[src/rtl/spdif_pkg.sv]
// Shared constants and types for the S/PDIF transmitter: preamble patterns,
// frame geometry, slot map and the per-half-cell encoder request.
package spdif_pkg;

    // Preambles as sent after a low level, first half-cell in the MSB
    localparam logic [7:0] PRE_B = 8'b1110_1000;
    localparam logic [7:0] PRE_M = 8'b1110_0010;
    localparam logic [7:0] PRE_W = 8'b1110_0100;

    localparam int BLOCK_FRAMES = 192;
    localparam int HC_PER_FRAME = 128;

    localparam logic [4:0] SLOT_AUD_LO = 5'd4;
    localparam logic [4:0] SLOT_V      = 5'd28;
    localparam logic [4:0] SLOT_U      = 5'd29;
    localparam logic [4:0] SLOT_C      = 5'd30;
    localparam logic [4:0] SLOT_P      = 5'd31;

    typedef struct packed {
        logic is_pre;
        logic pre_bit;
        logic data_bit;
        logic half;
    } bmc_hc_t;

    function automatic logic [7:0] preamble_sel(input logic right, input logic first_frame);
        if (right)       return PRE_W;
        if (first_frame) return PRE_B;
        return PRE_M;
    endfunction

endpackage

[src/rtl/spdif_bmc_enc.sv]
// Biphase-mark line encoder: one registered output level per half-cell,
// preambles inverted relative to the level that precedes them.
module spdif_bmc_enc
    import spdif_pkg::*;
(
    input  logic    clk,
    input  logic    rst,
    input  bmc_hc_t hc_in,
    output logic    spdif
);

    logic level_q, level_d;
    logic inv_q, inv_d;
    logic in_pre_q, in_pre_d;
    logic inv_now;

    always_comb begin
        // Polarity is fixed on the first preamble half-cell and held for the rest of it
        inv_now  = (hc_in.is_pre && !in_pre_q) ? level_q : inv_q;
        inv_d    = inv_now;
        in_pre_d = hc_in.is_pre;
        if (hc_in.is_pre)
            level_d = hc_in.pre_bit ^ inv_now;
        else if (!hc_in.half)
            level_d = ~level_q;
        else
            level_d = level_q ^ hc_in.data_bit;
    end

    always_ff @(posedge clk or negedge rst) begin
        if (!rst) begin
            level_q  <= 1'b0;
            inv_q    <= 1'b0;
            in_pre_q <= 1'b0;
        end else begin
            level_q  <= level_d;
            inv_q    <= inv_d;
            in_pre_q <= in_pre_d;
        end
    end

    assign spdif = level_q;

endmodule

[src/rtl/spdif_transmit.sv]
// IEC 60958 consumer transmitter: half-cell/frame counters, sample holding and
// frame-load logic, subframe slot mux and parity; line coding is in spdif_bmc_enc.
module spdif_transmit
    import spdif_pkg::*;
#(
    parameter logic [31:0] CS_WORD  = 32'h0200_0004,
    parameter logic        VALIDITY = 1'b0
) (
    input  logic        clk,
    input  logic        rst,
    input  logic [31:0] data_left,
    input  logic [31:0] data_right,
    input  logic        sample_valid,
    output logic        spdif,
    output logic        frame_start,
    output logic        block_start,
    output logic        underrun
);

    localparam logic [6:0] LAST_HC    = 7'(HC_PER_FRAME - 1);
    localparam logic [7:0] LAST_FRAME = 8'(BLOCK_FRAMES - 1);

    logic [6:0]  hc_q, hc_d;
    logic [7:0]  frame_q, frame_d;
    logic [23:0] hold_l_q, hold_l_d, hold_r_q, hold_r_d;
    logic [23:0] sh_l_q, sh_l_d, sh_r_q, sh_r_d;
    logic        new_flag_q, new_flag_d;
    logic        urun_pend_q, urun_pend_d;
    logic        frame_start_q, frame_start_d;
    logic        block_start_q, block_start_d;
    logic        underrun_q, underrun_d;

    logic        load;
    logic        subframe;
    logic [4:0]  slot;
    logic [23:0] aud;
    logic [31:0] aud_ext;
    logic        c_bit, parity, data_bit;
    logic [7:0]  pre_pat;
    bmc_hc_t     hc_enc;

    // Only the 24-bit audio word is transmitted
    logic unused_lsbs;
    assign unused_lsbs = ^{data_left[7:0], data_right[7:0]};

    always_comb begin
        load     = (hc_q == LAST_HC);
        subframe = hc_q[6];
        slot     = hc_q[5:1];
        aud      = subframe ? sh_r_q : sh_l_q;
        aud_ext  = {8'd0, aud};
        c_bit    = (frame_q[7:5] == 3'd0) ? CS_WORD[frame_q[4:0]] : 1'b0;
        parity   = ^{aud, VALIDITY, 1'b0, c_bit};
        pre_pat  = preamble_sel(subframe, frame_q == 8'd0);

        case (slot)
            SLOT_V:  data_bit = VALIDITY;
            SLOT_U:  data_bit = 1'b0;
            SLOT_C:  data_bit = c_bit;
            SLOT_P:  data_bit = parity;
            default: data_bit = aud_ext[slot - SLOT_AUD_LO];
        endcase

        hc_enc.is_pre   = (slot < SLOT_AUD_LO);
        hc_enc.pre_bit  = pre_pat[~hc_q[2:0]];
        hc_enc.data_bit = data_bit;
        hc_enc.half     = hc_q[0];
    end

    always_comb begin
        hc_d        = hc_q + 7'd1;
        frame_d     = frame_q;
        hold_l_d    = hold_l_q;
        hold_r_d    = hold_r_q;
        sh_l_d      = sh_l_q;
        sh_r_d      = sh_r_q;
        new_flag_d  = new_flag_q;
        urun_pend_d = urun_pend_q;

        if (sample_valid) begin
            hold_l_d   = data_left[31:8];
            hold_r_d   = data_right[31:8];
            new_flag_d = 1'b1;
        end

        // A strobe coinciding with the load bypasses the holding regs and counts as fresh
        if (load) begin
            frame_d     = (frame_q == LAST_FRAME) ? 8'd0 : frame_q + 8'd1;
            sh_l_d      = sample_valid ? data_left[31:8]  : hold_l_q;
            sh_r_d      = sample_valid ? data_right[31:8] : hold_r_q;
            new_flag_d  = 1'b0;
            urun_pend_d = !new_flag_q && !sample_valid;
        end

        frame_start_d = (hc_q == 7'd0);
        block_start_d = (hc_q == 7'd0) && (frame_q == 8'd0);
        underrun_d    = (hc_q == 7'd0) && urun_pend_q;
    end

    always_ff @(posedge clk or negedge rst) begin
        if (!rst) begin
            hc_q          <= 7'd0;
            frame_q       <= 8'd0;
            hold_l_q      <= 24'd0;
            hold_r_q      <= 24'd0;
            sh_l_q        <= 24'd0;
            sh_r_q        <= 24'd0;
            new_flag_q    <= 1'b0;
            urun_pend_q   <= 1'b0;
            frame_start_q <= 1'b0;
            block_start_q <= 1'b0;
            underrun_q    <= 1'b0;
        end else begin
            hc_q          <= hc_d;
            frame_q       <= frame_d;
            hold_l_q      <= hold_l_d;
            hold_r_q      <= hold_r_d;
            sh_l_q        <= sh_l_d;
            sh_r_q        <= sh_r_d;
            new_flag_q    <= new_flag_d;
            urun_pend_q   <= urun_pend_d;
            frame_start_q <= frame_start_d;
            block_start_q <= block_start_d;
            underrun_q    <= underrun_d;
        end
    end

    spdif_bmc_enc u_enc (
        .clk   (clk),
        .rst   (rst),
        .hc_in (hc_enc),
        .spdif (spdif)
    );

    assign frame_start = frame_start_q;
    assign block_start = block_start_q;
    assign underrun    = underrun_q;

endmodule

[config.mk]
export PLATFORM = sky130hd
export DESIGN_NAME = spdif_transmit
export DESIGN_NICKNAME = d
export VERILOG_FILES = /design/src/rtl/spdif_pkg.sv /design/src/rtl/spdif_bmc_enc.sv /design/src/rtl/spdif_transmit.sv
export SDC_FILE = /design/constraint.sdc
export NUM_CORES = 1
export LEC_CHECK = 0
export CAP_MARGIN = 0
export CORE_ASPECT_RATIO = 1.1
export CORE_MARGIN = 8
export CORE_UTILIZATION = 35
export CTS_BUF_LIST = sky130_fd_sc_hd__clkbuf_4
export CTS_CLUSTER_DIAMETER = 100
export DETAILED_ROUTE_END_ITERATION = 10
export SYNTH_ARGS = -nofsm -noshare
export SYNTH_HDL_FRONTEND = slang
export SYNTH_SLANG_ARGS = --single-unit
[constraint.sdc]
create_clock -name clk -period 5.36 [get_ports clk]
set_input_delay 0.536 -clock clk [delete_from_list [all_inputs] [get_ports clk]]
set_output_delay 0.536 -clock clk [all_outputs]
set_load 0.005 [all_outputs]
==> results.cfg, run 1 <==
[floorplanning]
core_um2 = 15600
initial_core_util_pct = 35.6
dieArea_um2 = 20200
rows = 48
die_x_um = 136
io_pins = 71
dieHeight_um = 148

[cts]
clk_latency_ns = 0.53
cts_inserted_buffers = 17
cts_tree = yes
cts_setup_buffers = 0
clockRootBuffer = clkbuf_4
postCtsResizedCells = 0
clkSinkCount = 119
clk_pin_slew_worst_paths_ns = 0.10
cts-htree-levels = 4
clockBufferDepth = 2
cts-hold-fix-buffers = 1

[place]
gp_congestion = 0.767
place_hpwl_um = 7360
place_inst = 631
portBuffers = 54

[worst_setup_path]
timing_worst_setup_path_type = reg -> reg
crit_path_top_delay_cell = dfrtp_1
cp_common_cell = nor2_1
cp.arrival_ns = 3.46
worstPathRequired_ns = 5.77
crit_path_end_kind = register
crit_path_max_incr_delay_ns = 0.86
worstPathCellList = ha_1, nand3_1, nor2_1, and2_2, buf_4, nand4_1, nor2_1, xnor2_1, nor2_1
crit_fanout = 56
crit_path_start_kind = register
reg2reg_depth = 9

[flow_run]
cap_violations = 0

[detailed_routing]
via_per_inst = 4.78
wl_met2_um = 4910
drcViolationCount = 0
wl_met1_um = 4940
routed.top_layer = met4
num_vias = 3182
wl_per_cell_um = 15.7
initialDrtViolationCount = 147
wirelength_um = 10400
ant_nets = 0
wl_met3_um = 391
drtPass1Iterations = 4

[synthesis]
yosysTopAreaCell = dfrtp_1
syn_nets = 469
synth_edf_count = 0
ys.flop_type = dfrtp_1
seq_area_frac_synth_pct = 53.5
ys.warnings.count = 0
synth_top_area_share_pct = 53.5
synthTopCellsByArea = dfrtp_1 (54%), mux2_2 (20%), mux4_2 (5.7%)
netlist_instances = 394
synth_common_cells = dfrtp_1 (119), mux2_2 (98), xor2_1 (28)
synthesis.area_um2 = 5560
async_flop_share_pct = 100
synth.distinct_cells = 38
synth_seq_cells = 119
synth.most_common_cell = dfrtp_1
syn_avg_cell_area_um2 = 14.1

[power]
powerDensity_nw_per_um2 = 254
vdd_drop_max_uv = 107
p_leak_uw = 0.00299

[timing]
clock_skew_ns = 0.0211
layout_worst_path_cycle_share_pct = 56.9
hold_violations = 0
setup_viol = 0
fmax_ghz = 0.328
setup_tns_ns = 0
tightest_slew_ns = 1.09
rsz0062_at_grt = false
layout_min_cycle_time_ns = 3.05
drv_slew = 0
slew_headroom_pct = 27.5

[cells_and_area]
syn_to_final_growth_pct = 17.5
fin_cells = 665
fin_nets = 526
drive_gt1_share_pct = 32.8

[global_route]
grt-ovfl-total = 0
track_usage_pct = 11.3
grt_pass1_vias = 3452
grt_pass1_wl_um = 17800
antenna_found_initial = 1
grt_max_degree = 70

[min_path]
min_path_cells = 1
hold_path_class = reg -> reg

[outcome]
status = finished clean
==> critical path, delay by kind of cell (launching register included) <==
| family | cells | cell delay, ns |
|---|---|---|
| xor gates and xnor gates | 1 | 0.13 |
| DFF | 1 | 0.86 |
| adders and majority gates | 1 | 0.33 |
| and+or+nand+nor | 6 | 1.05 |
| buffers and inverters | 1 | 0.54 |
==> routing by layer <==
layer	vias up	GRT usage, %
met1	1602	14.5
met3	14	2.94
met2	49	17.1
met5	-	0
li1	1517	-
met4	0	6.10
==> area by class of cell <==
type,instances,area [µm²]
clock inverter,14,135
sequential,119,2980
tap,200,250
fill,1460,9080
clock buffer,18,135
inverter,12,45.0
multi-input combinational,243,2420
antenna,1,2.50
timing repair buffer,58,566
==> power by group <==
group | switching, µW | internal (µW)
Clock | 333 | 275
Sequential | 8.11 | 932
Combinational | 48.2 | 65.3
==> through the flow <==
stage	utilization (%)	total power (µW)	setup slack (ns)	cell area [µm²]	hold WS, ns
floorplan	-	1010	3.02	5560	0.240
global placement	40.0	1070	2.31	6250	0.458
detailed placement	40.0	1080	2.29	6250	0.483
CTS	41.8	1700	2.28	6530	0.503
global route	41.9	1750	1.97	6540	0.523
finish	41.9	1660	2.31	6540	0.492
==> cell usage in the layout (no fill, tap or decap), drive strengths merged, types with 2 or more instances in the layout <==
| cell | count |
|---|---|
| ha | 8 |
| xor2 | 28 |
| nand3 | 7 |
| dfrtp | 119 |
| inv | 12 |
| bufinv | 2 |
| and2 | 2 |
| mux2 | 98 |
| mux4 | 14 |
| xnor2 | 17 |
| nand4 | 3 |
| clkinv | 6 |
| o31ai | 2 |
| mux2i | 13 |
| nor3 | 3 |
| o21ai | 8 |
| clkbuf | 18 |
| clkdlybuf4s50 | 52 |
| clkinvlp | 6 |
| buf | 5 |
| and3 | 2 |
| or3 | 2 |
| a21oi | 4 |
| nor2 | 11 |
| nand2 | 10 |
==> state kept, by name, summed over array words and instances, names as in the netlist, 7 cells and up <==
signal and count:
frame_q 8, hc_q 7, hold_l_q 24, hold_r_q 24
sh_l_q 24, sh_r_q 24
==> path summary, 6_finish.rpt <==
| check | start | endpoint | slack (ns) |
|---|---|---|---|
| worst max-delay path | hc_q[1]$_DFF_PN0_ | frame_q[5]$_DFFE_PN0P_ | 2.31 |
| worst min-delay path | urun_pend_q$_DFFE_PN0P_ | underrun$_DFF_PN0_ | 0.49 |
| worst max register to register | hc_q[1]$_DFF_PN0_ | frame_q[5]$_DFFE_PN0P_ | 2.31 |
| worst min register to register | urun_pend_q$_DFFE_PN0P_ | underrun$_DFF_PN0_ | 0.49 |
| max in group asynchronous | rst | sh_r_q[19]$_DFFE_PN0P_ | 3.45 |
| min in group asynchronous | rst | hold_l_q[4]$_DFF_PN0_ | 0.58 |
==> cell families (layout without fill, tap and decap cells) <==
| family | count (synthesis) | count (layout) | share of synthesized area (%) |
|---|---|---|---|
| xor+xnor | 46 | 46 | 7.49 |
| buf+inv | 32 | 102 | 2.92 |
| fa+ha+maj | 8 | 8 | 1.80 |
| compound gates | 20 | 20 | 2.47 |
| other cells | 0 | 1 | 0 |
| mux | 125 | 125 | 27.8 |
| flops | 119 | 119 | 53.5 |
| simple gates | 44 | 44 | 3.94 |
(Power assumes the default switching activity.)
==> run 2: changes to the inputs <==
- clock period: 5.36 -> 2.45 ns (I/O delays scaled with it)
==> run 2 against run 1 <==
Net effect: the run now ends with setup timing left; sequential power up 120%; clock-buffer cell count unchanged; via count is 2.7% higher; non-clock buffer count rose by 19; first-iteration DRC count down 4.1%; combinational power grew 130%; total power grew 150%; clock skew is 0.0050 ns lower; sequential cell count stayed put; cell count is 2.9% higher; worst hold slack got worse by 0.22 ns; largest cell class unchanged.
==> results.cfg, run 2 (synthesis results as in run 1) <==
[outcome]
status = finished with violations
violations = setup timing

[worst_setup_path]
reg2reg_depth = 7
crit_fanout = 13
cp.arrival_ns = 2.89
worstPathRequired_ns = 2.89
cp_common_cell = mux4_2
crit_path_top_delay_cell = mux4_2
timing_worst_setup_path_type = reg -> reg
crit_path_max_incr_delay_ns = 0.52
worstPathCellList = buf_12, mux4_2, mux4_2, and3_4, o31ai_4, nand2_1, o211a_1
crit_path_start_kind = register
crit_path_end_kind = register

[global_route]
top_usage_layer = met2
grt_pass1_vias = 3541
grt_use_met3_pct = 3.85
antenna_found_initial = 1
grt-ovfl-total = 0
track_usage_pct = 11.5
grt_pass1_wl_um = 18000
met1_usage_pct = 14.8
use_met2_pct = 17.3
grt_max_degree = 57

[floorplanning]
dieHeight_um = 148
rows = 48
io_pins = 71
die_x_um = 136
core_um2 = 15600
initial_core_util_pct = 35.6
dieArea_um2 = 20200

[cts]
clockBufferDepth = 2
cts-htree-levels = 4
clockRootBuffer = clkbuf_4
cts_inserted_buffers = 17
clkSinkCount = 119
cts_tree = yes
clk_latency_ns = 0.54
clk_pin_slew_worst_paths_ns = 0.11

[timing]
drv_slew = 0
layout_worst_path_cycle_share_pct = 100
setup_viol = 1
layout_min_cycle_time_ns = 2.45
rsz0062_at_grt = true
slew_headroom_pct = 56.5
clock_skew_ns = 0.0162
tightest_slew_ns = 0.652
hold_violations = 0
setup_tns_ns = -0.00225
setup_slack_ns = -0.00225
fmax_ghz = 0.408

[power]
p_leak_uw = 0.00317
powerDensity_nw_per_um2 = 597
vdd_drop_max_uv = 275

[cells_and_area]
fin_area_um2 = 6900
syn_to_final_growth_pct = 24.1
fill_cells = 1431
fin_nets = 545
drive_gt1_share_pct = 37.3
layout_commonest_cell = dfrtp_1
utilization_pct = 44.2
final_cell_mix = dfrtp_1 (118), mux2_2 (98), clkdlybuf4s50_1 (52)

[place]
place_area_um2 = 6410
gp_congestion = 0.759
portBuffers = 54
place_hpwl_um = 7620

[detailed_routing]
wirelength_um = 11100
wl_per_cell_um = 16.2
via_per_inst = 4.78
initialDrtViolationCount = 141
drtPass1Iterations = 4
num_vias = 3269
ant_nets = 0
drcViolationCount = 0

[min_path]
hold_path_class = in -> async

[flow_run]
cap_violations = 0
-- run 2: cell types whose count changed in the layout (fill, tap and decap cells not counted), moves of 2 or more --
cell | previous run | this run
buf_4 | 4 | 18
clkinv_2 | 6 | 1
mux2i_1 | 13 | 8
bufinv_16 | 2 | 6
clkinvlp_4 | 6 | 2
inv_6 | 0 | 4
mux2i_2 | 0 | 4
buf_12 | 0 | 3
clkbuf_16 | 0 | 2
-- run 2: area by class of cell --
| class | instances | area (µm²) | area share (%) |
|---|---|---|---|
| clock buffer | 18 | 135 | 1.96 |
| inverter | 12 | 45.0 | 0.653 |
| sequential | 119 | 2980 | 43.2 |
| tap | 200 | 250 | 3.63 |
| antenna | 1 | 2.50 | 0.0363 |
| multi-input combinational | 243 | 2470 | 35.7 |
| timing repair buffer | 77 | 781 | 11.3 |
| clock inverter | 14 | 244 | 3.53 |
-- run 2: path summary, 6_finish.rpt --
check	from	slack (ns)	to
min in group clk	sample_valid	0.28	new_flag_q$_DFFE_PN0P_
setup reg to reg	hc_q[6]$_DFF_PN0_	-0.002	u_enc.spdif$_DFF_PN0_
hold / removal	rst	0.28	hold_l_q[14]$_DFF_PN0_
max in group asynchronous	rst	1.39	hold_r_q[22]$_DFF_PN0_
setup / recovery	hc_q[6]$_DFF_PN0_	-0.002	u_enc.spdif$_DFF_PN0_
hold reg to reg	new_flag_q$_DFFE_PN0P_	0.49	new_flag_q$_DFFE_PN0P_
-- run 2: critical path: cells and delay by family (launching register included) --
kind	cells	cell delay [ns]
mux	2	1.00
flops	1	0.45
compound gates	2	0.45
simple gates	2	0.28
buf+inv	1	0.18
-- run 2: metal layers --
layer / wire, µm / up-vias
li1: - / 1554
met1: 5250 / 1645
met2: 5170 / 57
met3: 430 / 13
met4: 199 / 0
met5: 0 / -
-- run 2: timing repair --
action,4_1_cts,5_1_grt
hold buffers,1,0
pin swaps,0,1
gates cloned,0,2
setup buffers,0,1
endpoints found under the setup margin,1,4
resized for setup,0,10
endpoints found under the hold margin,48,0
-- run 2: per-stage QoR --
| stage | std cells | total power, µW | setup WS (ns) | hold slack (ns) |
|---|---|---|---|---|
| final | 684 | 4120 | -0.00225 | 0.276 |
| after global routing | 684 | 4310 | -0.113 | 0.246 |
| after CTS | 680 | 4200 | -0.0131 | 0.202 |
| after detailed placement | 647 | 2360 | 0.00371 | 0.325 |
| after global placement | 647 | 2350 | 0.0199 | 0.329 |
| after floorplan | 394 | 2200 | 0.114 | -0.0506 |
-- run 2: power by group --
| group | internal [µW] | leakage (µW) | switching [µW] |
|---|---|---|---|
| logic | 149 | 0.00145 | 109 |
| clock network | 1040 | 0.000194 | 771 |
| registers | 2040 | 0.00153 | 17.7 |
| total | 3230 | 0.00317 | 897 |
==> run 3: changes to the inputs <==
--- a/constraint.sdc
+++ b/constraint.sdc
@@ -3,2 +3,2 @@
 set_output_delay 0.245 -clock clk [all_outputs]
-set_load 0.005 [all_outputs]
+set_load 0.1 [all_outputs]
==> run 3 against run 2 <==
Net effect: the run still ends with setup timing left; worst setup slack worse by 0.059 ns; die area stayed put; clock-buffer cell count is 3 higher; sequential share of layout area is 0.47 points higher; critical path depth is 2 higher; combinational power hardly changed; register-to-register slack worse by 0.06 ns; critical path type unchanged; critical endpoint unchanged.
==> results.cfg, run 3 (synthesis results as in run 1) <==
[flow_run]
cap_violations = 0

[timing]
setup_tns_ns = -0.0616
hold_violations = 0
slew_headroom_pct = 62.1
hold_ws_ns = 0.256
layout_worst_path_cycle_share_pct = 103
drv_slew = 0
layout_min_cycle_time_ns = 2.51
fmax_ghz = 0.398
clock_skew_ns = 0.0128
rsz0062_at_grt = true
setup_viol = 1
setup_slack_ns = -0.0616
tightest_slew_ns = 0.561

[worst_setup_path]
cp.arrival_ns = 2.94
crit_path_end_kind = register
path_delay_family = multiplexers
crit_path_max_incr_delay_ns = 0.51
worstPathCellList = buf_6, clkbuf_16, mux4_2, mux4_2, nand2_2, a21oi_2, o31ai_4, nand2_1, o211a_1
crit_buf_inv = 2
crit_path_start_kind = register
timing_worst_setup_path_type = reg -> reg
reg2reg_from = hc_q[6]$_DFF_PN0_
crit_fanout = 6
crit_path_top_delay_cell = mux4_2
reg2reg_slack_ns = -0.06
worstPathRequired_ns = 2.88
cp_common_cell = mux4_2
r2r-end = u_enc.spdif$_DFF_PN0_
reg2reg_depth = 9

[cts]
clk_pin_slew_worst_paths_ns = 0.10
cts_inserted_buffers = 17
cts-htree-levels = 4
clkSinkCount = 119
clockBufferDepth = 2
clk_latency_ns = 0.52
clockRootBuffer = clkbuf_4
cts_tree = yes

[global_route]
grt-ovfl-total = 0
grt_max_degree = 57
grt_pass1_vias = 3592
track_usage_pct = 12.0
antenna_found_initial = 1
grt_pass1_wl_um = 18800

[floorplanning]
die_x_um = 136
initial_core_util_pct = 35.6
rows = 48
io_pins = 71
dieHeight_um = 148
dieArea_um2 = 20200
core_um2 = 15600

[power]
power_uw = 3550
p_leak_uw = 0.00313
vdd_drop_max_uv = 234
powerDensity_nw_per_um2 = 521

[place]
portBuffers = 54
gp_congestion = 0.767
place_hpwl_um = 7740
place_inst = 646

[detailed_routing]
drcViolationCount = 0
num_vias = 3326
via_per_inst = 4.86
wirelength_um = 11500
ant_nets = 0
wl_per_cell_um = 16.8
initialDrtViolationCount = 169
drtPass1Iterations = 5

[cells_and_area]
fin_cells = 684
fin_nets = 545
fill_cells = 1477
final_cell_mix = dfrtp_1 (118), mux2_2 (98), clkdlybuf4s50_1 (48)
syn_to_final_growth_pct = 22.7
drive_gt1_share_pct = 38.7
layout_commonest_cell = dfrtp_1

[outcome]
violations = setup timing
status = finished with violations

[min_path]
hold_path_class = in -> async
## run 3: power breakdown
group          leakage (µW)  switching, µW  internal, µW
Clock              0.000132            708           529
Combinational       0.00147            109           150
Sequential          0.00153           17.6          2040
## run 3: metal layers
metal	wire (µm)	vias to the layer above	part of all wire [%]	global-route usage, %
met4	265	0	2.3	5.88
met3	512	15	4.5	3.61
met2	5400	71	47	18.2
li1	-	1543	-	-
met1	5290	1697	46	15.2
met5	0	-	0	0
## run 3: worst max-delay path by stage
stage	cells after the start	start	slack (ns)	end
after detailed placement	7	hc_q[6]$_DFF_PN0_	-0.02	u_enc.spdif$_DFF_PN0_
after floorplan	8	hc_q[6]$_DFF_PN0_	0.11	u_enc.spdif$_DFF_PN0_
final	9	hc_q[6]$_DFF_PN0_	-0.06	u_enc.spdif$_DFF_PN0_
after CTS	9	hc_q[6]$_DFF_PN0_	0.006	u_enc.spdif$_DFF_PN0_
after global routing	10	hc_q[6]$_DFF_PN0_	-0.15	u_enc.spdif$_DFF_PN0_
after global placement	7	hc_q[6]$_DFF_PN0_	0.01	u_enc.spdif$_DFF_PN0_
## run 3: stage by stage
step	setup slack [ns]	util (%)	instance area [µm²]
detailed placement	-0.0169	41.0	6400
finish	-0.0616	43.7	6830
floorplan	0.114	-	5560
global placement	0.0111	41.0	6400
CTS	0.00566	42.9	6710
global route	-0.154	43.7	6830
## run 3: repair_timing
item / 4_1_cts / 5_1_grt
pin swaps: 0 / 9
endpoints found under the setup margin: 1 / 4
buffers inserted: 1 / 1
gates resized for setup: 2 / 18
gates cloned: 1 / 2
hold endpoints to repair: 38 / 0
hold buffers: 1 / 0
## run 3: final cells by class
| class | instances | area, µm² | share of cell area [%] |
|---|---|---|---|
| Inverter | 12 | 45.0 | 0.660 |
| Timing Repair Buffer | 77 | 800 | 11.7 |
| Clock buffer | 21 | 158 | 2.31 |
| Tap cell | 200 | 250 | 3.67 |
| Sequential cell | 119 | 2980 | 43.6 |
| Antenna cell | 1 | 2.50 | 0.0367 |
| Multi-Input combinational cell | 243 | 2510 | 36.8 |
| Clock inverter | 11 | 83.8 | 1.23 |
